## src/rtl/dma_done_monitor.sv

```systemverilog
// dma_done_monitor: per-channel DMA completion flags, saturating event counters and LED stretchers.
// Optional per-channel watchdog (arm/timeout ports) is compiled in with DONE_MON_TIMEOUT_EN.
module dma_done_monitor #(
    parameter int NUM_CH      = 4,
    parameter int CNT_W       = 8,
    parameter int STRETCH     = 25000000,
    parameter int TIMEOUT_CYC = 50000000,
    parameter int SEL_W       = (NUM_CH > 1) ? $clog2(NUM_CH) : 1
) (
    input  logic              CLOCK_50,
    input  logic              reset,
    input  logic [NUM_CH-1:0] done_in,
    input  logic [NUM_CH-1:0] clr,
    input  logic [SEL_W-1:0]  rd_sel,
`ifdef DONE_MON_TIMEOUT_EN
    input  logic [NUM_CH-1:0] arm,
    output logic [NUM_CH-1:0] timeout,
`endif
    output logic [CNT_W-1:0]  rd_count,
    output logic [NUM_CH-1:0] sticky,
    output logic [NUM_CH-1:0] led,
    output logic              any_done
);
    localparam int               STR_W   = $clog2(STRETCH + 1);
    localparam logic [CNT_W-1:0] CNT_MAX = '1;

`ifdef DONE_MON_TIMEOUT_EN
    localparam int               TMR_W    = $clog2(TIMEOUT_CYC);
    // Expiry is taken on the edge where the timer would step to TIMEOUT_CYC-1.
    localparam logic [TMR_W-1:0] TMR_LAST = TMR_W'(TIMEOUT_CYC - 2);

    typedef enum logic {
        WD_IDLE,
        WD_RUN
    } wd_state_t;
`endif

    logic [NUM_CH-1:0]            d_q_reg;
    logic [NUM_CH-1:0]            rise;
    logic [NUM_CH-1:0][CNT_W-1:0] cnt_vec;

    assign rise     = done_in & ~d_q_reg;
    assign any_done = |sticky;

    // All-ones after reset so a strobe already high at release is not an event.
    always_ff @(posedge CLOCK_50) begin
        if (reset) begin
            d_q_reg <= '1;
        end else begin
            d_q_reg <= done_in;
        end
    end

    always_ff @(posedge CLOCK_50) begin
        if (reset) begin
            rd_count <= '0;
        end else if (int'(rd_sel) < NUM_CH) begin
            rd_count <= cnt_vec[rd_sel];
        end else begin
            rd_count <= '0;
        end
    end

    generate
        for (genvar gi = 0; gi < NUM_CH; gi++) begin : g_ch
            logic             sticky_reg;
            logic [CNT_W-1:0] cnt_reg;
            logic [STR_W-1:0] str_reg;

            always_ff @(posedge CLOCK_50) begin
                if (reset) begin
                    sticky_reg <= 1'b0;
                    cnt_reg    <= '0;
                    str_reg    <= '0;
                end else begin
                    if (rise[gi]) begin
                        sticky_reg <= 1'b1;
                    end else if (clr[gi]) begin
                        sticky_reg <= 1'b0;
                    end

                    if (clr[gi]) begin
                        cnt_reg <= rise[gi] ? CNT_W'(1) : '0;
                    end else if (rise[gi] && (cnt_reg != CNT_MAX)) begin
                        cnt_reg <= cnt_reg + 1'b1;
                    end

                    // Reload rather than accumulate: on-time runs from the latest event.
                    if (rise[gi]) begin
                        str_reg <= STR_W'(STRETCH);
                    end else if (str_reg != '0) begin
                        str_reg <= str_reg - 1'b1;
                    end
                end
            end

            assign sticky[gi]  = sticky_reg;
            assign led[gi]     = (str_reg != '0);
            assign cnt_vec[gi] = cnt_reg;

`ifdef DONE_MON_TIMEOUT_EN
            wd_state_t        wd_state_reg;
            logic [TMR_W-1:0] tmr_reg;
            logic             timeout_reg;

            always_ff @(posedge CLOCK_50) begin
                if (reset || clr[gi]) begin
                    wd_state_reg <= WD_IDLE;
                    tmr_reg      <= '0;
                    timeout_reg  <= 1'b0;
                end else if (arm[gi]) begin
                    wd_state_reg <= WD_RUN;
                    tmr_reg      <= '0;
                    timeout_reg  <= 1'b0;
                end else if (wd_state_reg == WD_RUN) begin
                    if (rise[gi]) begin
                        wd_state_reg <= WD_IDLE;
                    end else if (tmr_reg == TMR_LAST) begin
                        wd_state_reg <= WD_IDLE;
                        timeout_reg  <= 1'b1;
                    end else begin
                        tmr_reg <= tmr_reg + 1'b1;
                    end
                end
            end

            assign timeout[gi] = timeout_reg;
`else
            // Watchdog not built: the channel has no arm/timeout path.
`endif
        end
    endgenerate

endmodule

```

## config.mk

```make
export PLATFORM = sky130hd
export DESIGN_NAME = dma_done_monitor
export DESIGN_NICKNAME = d
export VERILOG_FILES = /design/src/rtl/dma_done_monitor.sv
export SDC_FILE = /design/constraint.sdc
export NUM_CORES = 1
export LEC_CHECK = 0
export CORE_AREA = 10 10 120 122
export DETAILED_ROUTE_END_ITERATION = 8
export DIE_AREA = 0 0 130 132
export PLACE_DENSITY = 0.9
export SETUP_SLACK_MARGIN = 0.4
export SKIP_CTS_REPAIR_TIMING = 1
export SLEW_MARGIN = 20
export SYNTH_ARGS = -nofsm -noshare
export SYNTH_HDL_FRONTEND = slang
export SYNTH_SLANG_ARGS = --single-unit
```

## constraint.sdc

```tcl
create_clock -name CLOCK_50 -period 3.17 [get_ports CLOCK_50]
set_input_delay 0.317 -clock CLOCK_50 [delete_from_list [all_inputs] [get_ports CLOCK_50]]
set_output_delay 0.317 -clock CLOCK_50 [all_outputs]
set_load 0.1 [all_outputs]
```

==> qor.txt <==
================================================================================
Slew headroom                                                              0.338
Beginning of the worst register-to-register path                    g_ch[2].str_reg[11]$_SDFFE_PP0P_
Width of the die                                                          130 um
TritonCTS buffer count                                                        17
Endpoint, Worst Hold                                                g_ch[3].str_reg[23]$_SDFFE_PP0P_
Nets@finish                                                                  870
Yosys warnings                                                                 0
Dominant cell type by count on the critical path                    sky130_fd_sc_hd__or4_4
Worst setup path class                                              flip-flop to primary output
Worst VDD drop                                                        0.000782 V
Worst-skew pair later-pin latency                                         440 ps
Filler cell count in the final layout                                        879
Data required, critical path                                             2850 ps
Global-route usage over all layers                                         0.205
Count of cells along the worst hold path                                       2
Post-Route Setup TNS                                                        0 ps
Cell Pwr Density                                                     1080 mW/mm2
Startpoint type of the worst setup path                                flip-flop
DRC violations left                                                            0
Via count of the routed design                                              6428
Synth top area cells                                                sky130_fd_sc_hd__dfxtp_1 (41%), sky130_fd_sc_hd__xor2_1 (6.7%), sky130_fd_sc_hd__nor2_1 (5.2%)
Post-synth design cell area                                          0.00719 mm2
Portion of the post-synthesis area used by sequential elements             0.412
Cell count of the worst reg-to-reg path                                        5
Max Cap Violations                                                             0
Number of vias per cell after detailed routing                              6.39
Final Hold Slack                                                          483 ps
Maximum buffer depth of the clock tree                                         2
Post-synth top area share                                                  0.412
Final critical delay including setup and external delays                 2700 ps
Dpl cell area                                                        0.00760 mm2
Synthesized netlist net count                                                843
Detailed Routing Iterations Pass 1                                             7
Avg Inst Size Synth                                                     8.77 um2
List of most frequent post-synthesis cells                          sky130_fd_sc_hd__dfxtp_1 (148), sky130_fd_sc_hd__nor2_1 (99), sky130_fd_sc_hd__xor2_1 (55)
Final weighted congestion in routability-driven placement                  0.889
First-pass GRT wire length                                              29200 um
Highest attainable clock frequency                                       370 MHz
Period utilisation layout                                                  0.852
DRC marker count from the first detailed-route iteration                     634
Cells along the critical path                                       or4_4 -> or4_4 -> nor2_1 -> inv_1 -> buf_12
Post-place setup slack                                                    496 ps
Setup slack on the worst flop-to-flop path                                600 ps
Total count of hold-check failures in the final report                         0
Worst path bufs/invs                                                           2
Area Overhead vs Synth                                                     16.0%
Floorplan die area                                                    0.0172 mm2
Max Fanout on Critical Path                                                    5
Starting Density                                                           0.603
Status                                                              complete, no violations
Most frequent cell after synthesis                                  sky130_fd_sc_hd__dfxtp_1
Overall overflow remaining after global route                                  0
Delay of the slowest cell on the worst path                               570 ps
CTS H-tree lvls                                                                4
CTS clk-pin slew, worst paths                                              60 ps
Number of flip-flops under the largest register name                         100
Master cell of the clock root buffer                                sky130_fd_sc_hd__clkbuf_16
Leakage power total                                                   0.00299 uW
Share of cells above drive strength 1                                      0.121
Slowest cell on crit path                                           sky130_fd_sc_hd__or4_4
Estimated wirelength of the detail-placed design                        11100 um
Diode insertion count for antenna repair                                       0
Core outline area                                                     0.0119 mm2
Floorplan row count                                                           40
Post-synth top area cell                                            sky130_fd_sc_hd__dfxtp_1
Min-delay worst type                                                flip-flop to flip-flop
# setup viols final                                                            0
Final routed wire length divided by cell count                           17.4 um
Fin area                                                             0.00833 mm2
Pin count of the biggest net entering global routing                          59
Io pins                                                                       29
Clock skew                                                               6.65 ps
Number of antenna violations at the first check in global routing              1
Count of nets left with antenna violations after detail routing                0
Setup repair after global routing missed its margin                         true
CP endpoint kind                                                    primary output
Number of enable-type register cells in the synthesized netlist                0
Vertical die dimension                                                    132 um
CP arrival                                                               2380 ps
CTS tree                                                                     yes
Clock sink count                                                             148
Synthesized netlist cell count                                               819
Transition time at the pin with the least slew margin                     990 ps
Cell family with most CP delay                                      simple AND/OR/NAND/NOR gates
Synthesized flop and latch total                                             148
Terminus of the critical flop-to-flop path                          g_ch[2].str_reg[13]$_SDFFE_PP0P_
Final wirelength                                                        17500 um
Hold wc startpoint                                                  g_ch[3].str_reg[23]$_SDFFE_PP0P_
Count of different cell masters after synthesis                               53
Flip-flop cell with the highest count after synthesis               sky130_fd_sc_hd__dfxtp_1
FFs w/ async S/R, synth                                                        0
Number of max-slew violations in the final report                              0
Number of buffers inserted by port buffering                                  28
Least setup slack across all paths after layout                           470 ps
Vias in the first global route                                              6074
================================================================================
cells by family after synthesis:
family          synth area share
xor+xnor                  0.0804
simple gates               0.258
compound gates             0.158
mux                       0.0378
buf+inv                   0.0326
flops                      0.412
fa+ha+maj                 0.0209
metal layers:
metal	global-route usage	vias to the layer above	wire length, um
li1	-	3061	-
met1	0.257	3092	7560
met2	0.326	229	8490
met3	0.0535	44	987
met4	0.0788	2	431
met5	0	-	11
worst reg2reg max path: cells and delay by family, from the launching register on:
kind	cells	cell delay (ps)
DFF	1	340
and+or+nand+nor	2	1130
AOI/OAI and AO/OA	3	1040
area by class of cell:
cell class,instances,area (um2),area share
Clock buffer,18,429,0.0515
Clock inverter,14,223,0.0267
Inverter,18,68.8,0.00826
Multi-Input combinational cell,614,4040,0.485
Sequential cell,148,2960,0.356
Tap cell,147,184,0.0221
Timing Repair Buffer,47,425,0.0510
power by group:
part           switching [uW]  total, uW  leakage, uW  internal, uW
registers                 577       2930      0.00121          2350
clock network             821       2230     0.000312          1410
logic                    2250       3820      0.00147          1570
total                    3650       8980      0.00299          5330
cell usage in the layout, fill, tap and decap left out, drive strengths merged, types with 8 or more instances in the layout:
cell type / Yosys / layout
a31oi: 20 / 20
o31ai: 14 / 14
or2: 15 / 15
or3: 25 / 25
nor4: 23 / 23
nand2b: 17 / 17
nor3: 23 / 23
inv: 16 / 20
o211ai: 22 / 22
mux4: 8 / 8
dfxtp: 148 / 148
or4: 25 / 26
o21ai: 43 / 43
xnor2: 11 / 11
nand4: 18 / 18
nor2: 99 / 99
clkdlybuf4s50: 0 / 20
nand2: 23 / 23
ha: 12 / 12
xor2: 55 / 55
and2: 14 / 14
mux2i: 8 / 8
a21oi: 51 / 51
buf: 6 / 27
clkbuf: 34 / 18
nand3: 16 / 16
worst max path at each step:
stage,startpoint,depth (start not counted),end,slack (ps)
floorplan,g_ch[2].str_reg[13]$_SDFFE_PP0P_,6,g_ch[2].str_reg[1]$_SDFFE_PP0P_,480
global placement,g_ch[2].str_reg[13]$_SDFFE_PP0P_,5,g_ch[2].str_reg[21]$_SDFFE_PP0P_,550
detailed placement,g_ch[2].str_reg[13]$_SDFFE_PP0P_,5,g_ch[2].str_reg[21]$_SDFFE_PP0P_,500
CTS,g_ch[2].str_reg[13]$_SDFFE_PP0P_,5,led[2],310
global route,g_ch[0].str_reg[0]$_SDFFE_PP0P_,7,led[0],270
finish,g_ch[2].str_reg[11]$_SDFFE_PP0P_,5,led[2],470
through the flow:
stage	utilization	std cells	power, uW
3_3_place_gp	0.638	969	6280
5_1_grt	0.700	1006	9560
4_1_cts	0.693	1001	8730
6_report	0.700	1006	8980
3_5_place_dp	0.638	969	6400
2_1_floorplan	-	819	5590
Note: power is estimated with default switching activity, not from simulation.
